==> config.mk <==
export PLATFORM = sky130hd
export DESIGN_NAME = reg_file_rename_flat
export DESIGN_NICKNAME = d
export VERILOG_FILES = /design/src/rtl/reg_file_rename_if.sv /design/src/rtl/reg_file_rename.sv /design/src/flat_wrapper.sv
export SDC_FILE = /design/constraint.sdc
export NUM_CORES = 2
export LEC_CHECK = 0
export ABC_AREA = 0
export CAP_MARGIN = 20
export CORE_MARGIN = 2
export CORE_UTILIZATION = 50
export CTS_BUF_LIST = sky130_fd_sc_hd__clkbuf_8
export CTS_CLUSTER_DIAMETER = 150
export DETAILED_ROUTE_END_ITERATION = 8
export PLACE_DENSITY_LB_ADDON = 0.15
export SLEW_MARGIN = 0
export SYNTH_ARGS = -nofsm -noshare
export SYNTH_HDL_FRONTEND = slang
export SYNTH_SLANG_ARGS = --single-unit
==> constraint.sdc <==
create_clock -name clk_i -period 3.3 [get_ports clk_i]
set_input_delay 0.66 -clock clk_i [delete_from_list [all_inputs] [get_ports clk_i]]
set_output_delay 0.66 -clock clk_i [all_outputs]
set_load 0.02 [all_outputs]
==> src/rtl/reg_file_rename_if.sv <==
// Issue/commit/rollback inputs and dual source-operand lookup bundle of reg_file_rename.
// The master drives requests and observes lookups; the slave is the register file.
interface reg_file_rename_if #(
  parameter int unsigned RegPosW = 5,
  parameter int unsigned RobPosW = 4
);
  logic               rdy;
  logic               rollback;
  logic               issue;
  logic [RegPosW-1:0] issue_rd;
  logic [RobPosW-1:0] issue_rob_pos;
  logic               reg_write;
  logic [RegPosW-1:0] reg_rd;
  logic [31:0]        reg_val;
  logic [RobPosW-1:0] commit_rob_pos;
  logic [RegPosW-1:0] rs1;
  logic [RegPosW-1:0] rs2;
  logic               rs1_busy;
  logic [RobPosW-1:0] rs1_tag;
  logic [31:0]        rs1_val;
  logic               rs2_busy;
  logic [RobPosW-1:0] rs2_tag;
  logic [31:0]        rs2_val;

  modport master (
    output rdy, rollback, issue, issue_rd, issue_rob_pos,
    output reg_write, reg_rd, reg_val, commit_rob_pos, rs1, rs2,
    input  rs1_busy, rs1_tag, rs1_val, rs2_busy, rs2_tag, rs2_val
  );

  modport slave (
    input  rdy, rollback, issue, issue_rd, issue_rob_pos,
    input  reg_write, reg_rd, reg_val, commit_rob_pos, rs1, rs2,
    output rs1_busy, rs1_tag, rs1_val, rs2_busy, rs2_tag, rs2_val
  );
endinterface

==> src/rtl/reg_file_rename.sv <==
// Architectural register file with per-register rename tags, fed by the ROB commit stream.
// Define REGFILE_COMMIT_BYPASS_EN to forward a same-cycle commit onto the source lookups.
module reg_file_rename #(
  parameter int unsigned RegNum  = 32,
  parameter int unsigned RegPosW = 5,
  parameter int unsigned RobPosW = 4
) (
  input  logic                  clk_i,
  input  logic                  rst_ni,
  reg_file_rename_if.slave      bus
);

  typedef struct packed {
    logic               busy;
    logic [RobPosW-1:0] tag;
    logic [31:0]        val;
  } rd_t;

  logic [31:0]        val_q  [RegNum];
  logic [RobPosW-1:0] tag_q  [RegNum];
  logic [RegNum-1:0]  busy_q;

  // x0 is only ever touched by reset, so it stays zero and never busy.
  always_ff @(posedge clk_i or negedge rst_ni) begin
    if (!rst_ni) begin
      busy_q <= '0;
      for (int unsigned i = 0; i < RegNum; i++) begin
        val_q[i] <= '0;
        tag_q[i] <= '0;
      end
    end else if (bus.rdy) begin
      for (int unsigned i = 1; i < RegNum; i++) begin
        if (bus.reg_write && bus.reg_rd == RegPosW'(i)) begin
          val_q[i] <= bus.reg_val;
        end
        if (bus.rollback) begin
          busy_q[i] <= 1'b0;
        end else if (bus.issue && bus.issue_rd == RegPosW'(i)) begin
          busy_q[i] <= 1'b1;
          tag_q[i]  <= bus.issue_rob_pos;
        end else if (bus.reg_write && bus.reg_rd == RegPosW'(i) &&
                     tag_q[i] == bus.commit_rob_pos) begin
          busy_q[i] <= 1'b0;
        end
      end
    end
  end

  function automatic rd_t lookup(input logic [RegPosW-1:0] idx);
    rd_t r;
    r.busy = busy_q[idx];
    r.tag  = tag_q[idx];
    r.val  = val_q[idx];
    return r;
  endfunction

  rd_t rs1_r;
  rd_t rs2_r;

  always_comb begin
    rs1_r = lookup(bus.rs1);
    rs2_r = lookup(bus.rs2);
`ifdef REGFILE_COMMIT_BYPASS_EN
    if (bus.reg_write && bus.reg_rd == bus.rs1) begin
      rs1_r.val = bus.reg_val;
      if (rs1_r.busy && rs1_r.tag == bus.commit_rob_pos) rs1_r.busy = 1'b0;
    end
    if (bus.reg_write && bus.reg_rd == bus.rs2) begin
      rs2_r.val = bus.reg_val;
      if (rs2_r.busy && rs2_r.tag == bus.commit_rob_pos) rs2_r.busy = 1'b0;
    end
`endif
    if (!rst_ni || bus.rs1 == '0) rs1_r = '0;
    if (!rst_ni || bus.rs2 == '0) rs2_r = '0;
  end

  assign bus.rs1_busy = rs1_r.busy;
  assign bus.rs1_tag  = rs1_r.tag;
  assign bus.rs1_val  = rs1_r.val;
  assign bus.rs2_busy = rs2_r.busy;
  assign bus.rs2_tag  = rs2_r.tag;
  assign bus.rs2_val  = rs2_r.val;

endmodule

==> src/flat_wrapper.sv <==
// flat-port wrapper written by rule: the top's interface ports become plain ports
module reg_file_rename_flat 
#(
  parameter int unsigned RegNum  = 32,
  parameter int unsigned RegPosW = 5,
  parameter int unsigned RobPosW = 4
)
  (clk_i, rst_ni, bus_rdy, bus_rollback, bus_issue, bus_issue_rd, bus_issue_rob_pos, bus_reg_write, bus_reg_rd, bus_reg_val, bus_commit_rob_pos, bus_rs1, bus_rs2, bus_rs1_busy, bus_rs1_tag, bus_rs1_val, bus_rs2_busy, bus_rs2_tag, bus_rs2_val);
  reg_file_rename_if #(.RegPosW(RegPosW), .RobPosW(RobPosW)) bus_i ();
  input  logic clk_i;
  input  logic rst_ni;
  input wire logic [$bits(bus_i.rdy)-1:0] bus_rdy;
  input wire logic [$bits(bus_i.rollback)-1:0] bus_rollback;
  input wire logic [$bits(bus_i.issue)-1:0] bus_issue;
  input wire logic [$bits(bus_i.issue_rd)-1:0] bus_issue_rd;
  input wire logic [$bits(bus_i.issue_rob_pos)-1:0] bus_issue_rob_pos;
  input wire logic [$bits(bus_i.reg_write)-1:0] bus_reg_write;
  input wire logic [$bits(bus_i.reg_rd)-1:0] bus_reg_rd;
  input wire logic [$bits(bus_i.reg_val)-1:0] bus_reg_val;
  input wire logic [$bits(bus_i.commit_rob_pos)-1:0] bus_commit_rob_pos;
  input wire logic [$bits(bus_i.rs1)-1:0] bus_rs1;
  input wire logic [$bits(bus_i.rs2)-1:0] bus_rs2;
  output wire logic [$bits(bus_i.rs1_busy)-1:0] bus_rs1_busy;
  output wire logic [$bits(bus_i.rs1_tag)-1:0] bus_rs1_tag;
  output wire logic [$bits(bus_i.rs1_val)-1:0] bus_rs1_val;
  output wire logic [$bits(bus_i.rs2_busy)-1:0] bus_rs2_busy;
  output wire logic [$bits(bus_i.rs2_tag)-1:0] bus_rs2_tag;
  output wire logic [$bits(bus_i.rs2_val)-1:0] bus_rs2_val;
  assign bus_i.rdy = bus_rdy;
  assign bus_i.rollback = bus_rollback;
  assign bus_i.issue = bus_issue;
  assign bus_i.issue_rd = bus_issue_rd;
  assign bus_i.issue_rob_pos = bus_issue_rob_pos;
  assign bus_i.reg_write = bus_reg_write;
  assign bus_i.reg_rd = bus_reg_rd;
  assign bus_i.reg_val = bus_reg_val;
  assign bus_i.commit_rob_pos = bus_commit_rob_pos;
  assign bus_i.rs1 = bus_rs1;
  assign bus_i.rs2 = bus_rs2;
  assign bus_rs1_busy = bus_i.rs1_busy;
  assign bus_rs1_tag = bus_i.rs1_tag;
  assign bus_rs1_val = bus_i.rs1_val;
  assign bus_rs2_busy = bus_i.rs2_busy;
  assign bus_rs2_tag = bus_i.rs2_tag;
  assign bus_rs2_val = bus_i.rs2_val;
  reg_file_rename #(.RegNum(RegNum), .RegPosW(RegPosW), .RobPosW(RobPosW)) u_core (.clk_i(clk_i), .rst_ni(rst_ni), .bus(bus_i));
endmodule
==> key figures <==
Outcome
  • Run status: finished with violations
  • Failing checks: negative setup slack

Finish
  • Area grow syn2layout: 19.7%
  • Fill count: 10000
  • Fin area: 76600 um2
  • Layout cells sized above 1: 0.549
  • Post-layout net count: 4948
  • Fin cells: 6702

Clock network
  • Worst-path clk slew: 60 ps
  • H-tree levels: 4
  • Clk root buf: clkbuf_8
  • Clock Path Buffers: 3
  • CTS tree: built
  • Skew-Pair Late Insertion Delay: 940 ps
  • CTS Buf Count: 198
  • Clock sink total: 1147

Die
  • IO Count: 140
  • Die ar.: 131000 um2
  • Die X: 362 um
  • Core area: 127000 um2
  • Rows: 131
  • Initial Utilization: 0.503
  • Die Y: 362 um

Yosys
  • Syn avg cell area: 14.4 um2
  • Largest cells by area after synthesis: dfrtp_1 45%, mux2_2 19%, mux4_2 16%
  • Yosys warning count: 37
  • Post-Syn Nets: 4516
  • Synth cell types: 66
  • Mapped Cells: 4450
  • Register area share after synthesis: 0.449
  • Ys async rst share: 1.00
  • Synth Flop Type: dfrtp_1
  • Mapped Area: 64000 um2
  • Synthesis-stage register bit count: 1147
  • Leading area contributor after synthesis: dfrtp_1
  • EDFF count, synth: 0
  • Share of the synthesized area in the top cell type: 0.449

Place
  • Gpl congestion: 0.906
  • Post-DP HPWL: 136 mm
  • Post-DP Area: 70700 um2
  • Port Buffers: 139
  • Placed cell count: 6268

STA
  • Part of the cycle the worst path needs: 1.02
  • Slew Viols, Final: 0
  • Hold Vio Cnt, Final: 0
  • Setup repair after global routing missed its margin: true
  • Clk_skew: 12.0 ps
  • Final Critical Period: 3360 ps
  • Setup WS post-layout: -63.8 ps
  • Final setup vio count: 7
  • Fmax: 297 MHz
  • Slew HR: 0.251
  • Least-Margin Pin Slew: 1120 ps

Route
  • Vias: 44300
  • WL/cell: 31.9 um
  • DRC viols: 0
  • Post-DRT Antenna Nets: 0
  • Final WL: 214 mm
  • Routed vias/inst: 6.61
  • Pre-antenna DRT Iters: 5
  • First DRT Iteration DRCs: 4036

Pwr
  • Tot Pwr: 38000 uW
  • PwrDens: 496 nW/um2
  • Peak supply drop: 0.384 mV
  • Leak pwr: 0.0345 uW

Flow run
  • Max-cap violations: 0

GRT
  • Maximum number of pins on one net before global-route repair: 78
  • First-pass GRT wire length: 315 mm
  • Vias in the first global route: 45300
  • GRT overflow: 0
  • GRT Resource Usage Total: 0.329
  • Initial antenna violation count: 8

Worst setup path
  • CP arrival: 2700 ps
  • CP Data Required Time: 2640 ps
  • Crit Path Class: reg2out
  • Crit-path max FO: 3
  • Critical path launch point type: flop
  • CP Capture Type: primary output

Worst hold path
  • Path type of the worst min-delay path: in2async
==> power breakdown <==
part	switching [uW]	internal (uW)
Sequential	1380	15800
Clock	6190	7030
Combinational	3280	4310
==> kinds of logic after synthesis <==
| kind of cell | after synthesis | synth area share |
|---|---|---|
| XOR/XNOR | 124 | 0.0170 |
| buffers and inverters | 471 | 0.0374 |
| multiplexers | 1900 | 0.419 |
| AND/OR/NAND/NOR | 404 | 0.0297 |
| AO/OA/AOI/OAI | 404 | 0.0482 |
| flip-flops | 1147 | 0.449 |
==> cells in the mapped netlist, types with 53 or more instances <==
cell and count:
mux2_4 117, a221oi_1 54, mux2i_1 222, nand2_1 192, dfrtp_1 1147, mux4_2 465, nor2_1 71, mux2_2 1086
buf_2 168, a22oi_1 67, a21oi_1 53, xor2_1 75, clkbuf_1 218
==> path summary, 6_finish.rpt <==
| kind | start | end | slack (ps) | cells after the start |
|---|---|---|---|---|
| max | u_core.busy_q[12] | bus_rs1_busy | -60 | 6 |
| min | rst_ni | u_core.val_q[741] | 80 | 3 |
| max reg2reg | u_core.tag_q[17] | u_core.busy_q[27] | 1600 | 6 |
| min reg2reg | u_core.val_q[40] | u_core.val_q[40] | 510 | 1 |
| max in group asynchronous | rst_ni | u_core.val_q[831] | 1400 | 5 |
| min in group clk_i | bus_reg_val[3] | u_core.val_q[963] | 430 | 2 |
==> layer usage <==
layer | part of all wire | GRT usage
met5 | 0.000052 | 0
met4 | 0.043 | 0.145
met3 | 0.082 | 0.0717
met2 | 0.46 | 0.493
met1 | 0.42 | 0.464
==> worst max-delay path, cell delays in order, from the launching register on <==
cell,delay (ps)
dfrtp_1,410
mux4_2,500
mux2_4,290
a211oi_2,180
buf_4,160
a2111oi_4,40
buf_4,190
==> cells in the final DEF (no fill, tap or decap), types with 10 or more instances in the layout <==
cell type / netlist / layout
o32a_1: 16 / 16
mux2_1: 10 / 10
buf_12: 6 / 136
xnor2_1: 49 / 49
dfrtp_1: 1147 / 1145
nor4_1: 20 / 20
nand4_1: 13 / 13
mux4_2: 465 / 465
clkbuf_8: 0 / 243
buf_16: 0 / 12
mux2_2: 1086 / 1062
dlygate4sd3_1: 0 / 10
a22oi_1: 67 / 67
mux2_4: 117 / 141
nand2_1: 192 / 187
nor2_4: 6 / 26
buf_6: 25 / 38
o21ai_0: 40 / 39
clkinv_2: 0 / 25
o2111a_1: 36 / 34
buf_2: 168 / 29
buf_4: 32 / 409
a21oi_4: 0 / 14
o22ai_1: 12 / 12
a221oi_1: 54 / 48
xor2_1: 75 / 75
clkdlybuf4s50_1: 0 / 50
a21oi_1: 53 / 31
a211oi_1: 14 / 11
inv_1: 1 / 67
a31oi_1: 37 / 22
mux2i_2: 0 / 11
mux2i_1: 222 / 207
a32oi_1: 25 / 21
nor3_1: 33 / 21
a2111oi_4: 0 / 15
nor2_1: 71 / 52
nor3_2: 2 / 13
a31o_2: 12 / 12
==> what timing repair did <==
item | CTS | global route
gates cloned | 2 | 0
pin swaps | 42 | 20
hold buffers | 13 | 0
hold endpoints to repair | 137 | 0
resized for setup | 487 | 63
buffers inserted | 59 | 32
setup endpoints to repair | 74 | 43
==> through the flow <==
step           setup WS, ps  hold slack [ps]  TNS (ps)   util
2_1_floorplan          53.1              364         0      -
3_3_place_gp          -1290              486    -32510  0.555
3_5_place_dp          -1260              500    -31840  0.556
4_1_cts                -171             6.18     -1240  0.597
5_1_grt                -140             63.2      -912  0.602
6_report              -63.8             76.4      -125  0.602
==> state kept, by name, summed over array words and instances (netlist names) <==
| name | count |
|---|---|
| u_core.tag_q | 124 |
| u_core.busy_q | 31 |
| u_core.val_q | 992 |
==> area by class of cell <==
class                   instances  area, um2  share of cell area
clock buffers                 243       3340              0.0437
well taps                    1662       2080              0.0272
inverters                       1       3.75           0.0000490
multi-input cells            2832      34200               0.447
repair buffers                702       7570              0.0989
clock inverters               108        652             0.00851
flip-flops and latches       1147      28700               0.375
diodes                          7       17.5            0.000229
Power figures use the tool's default switching activity.
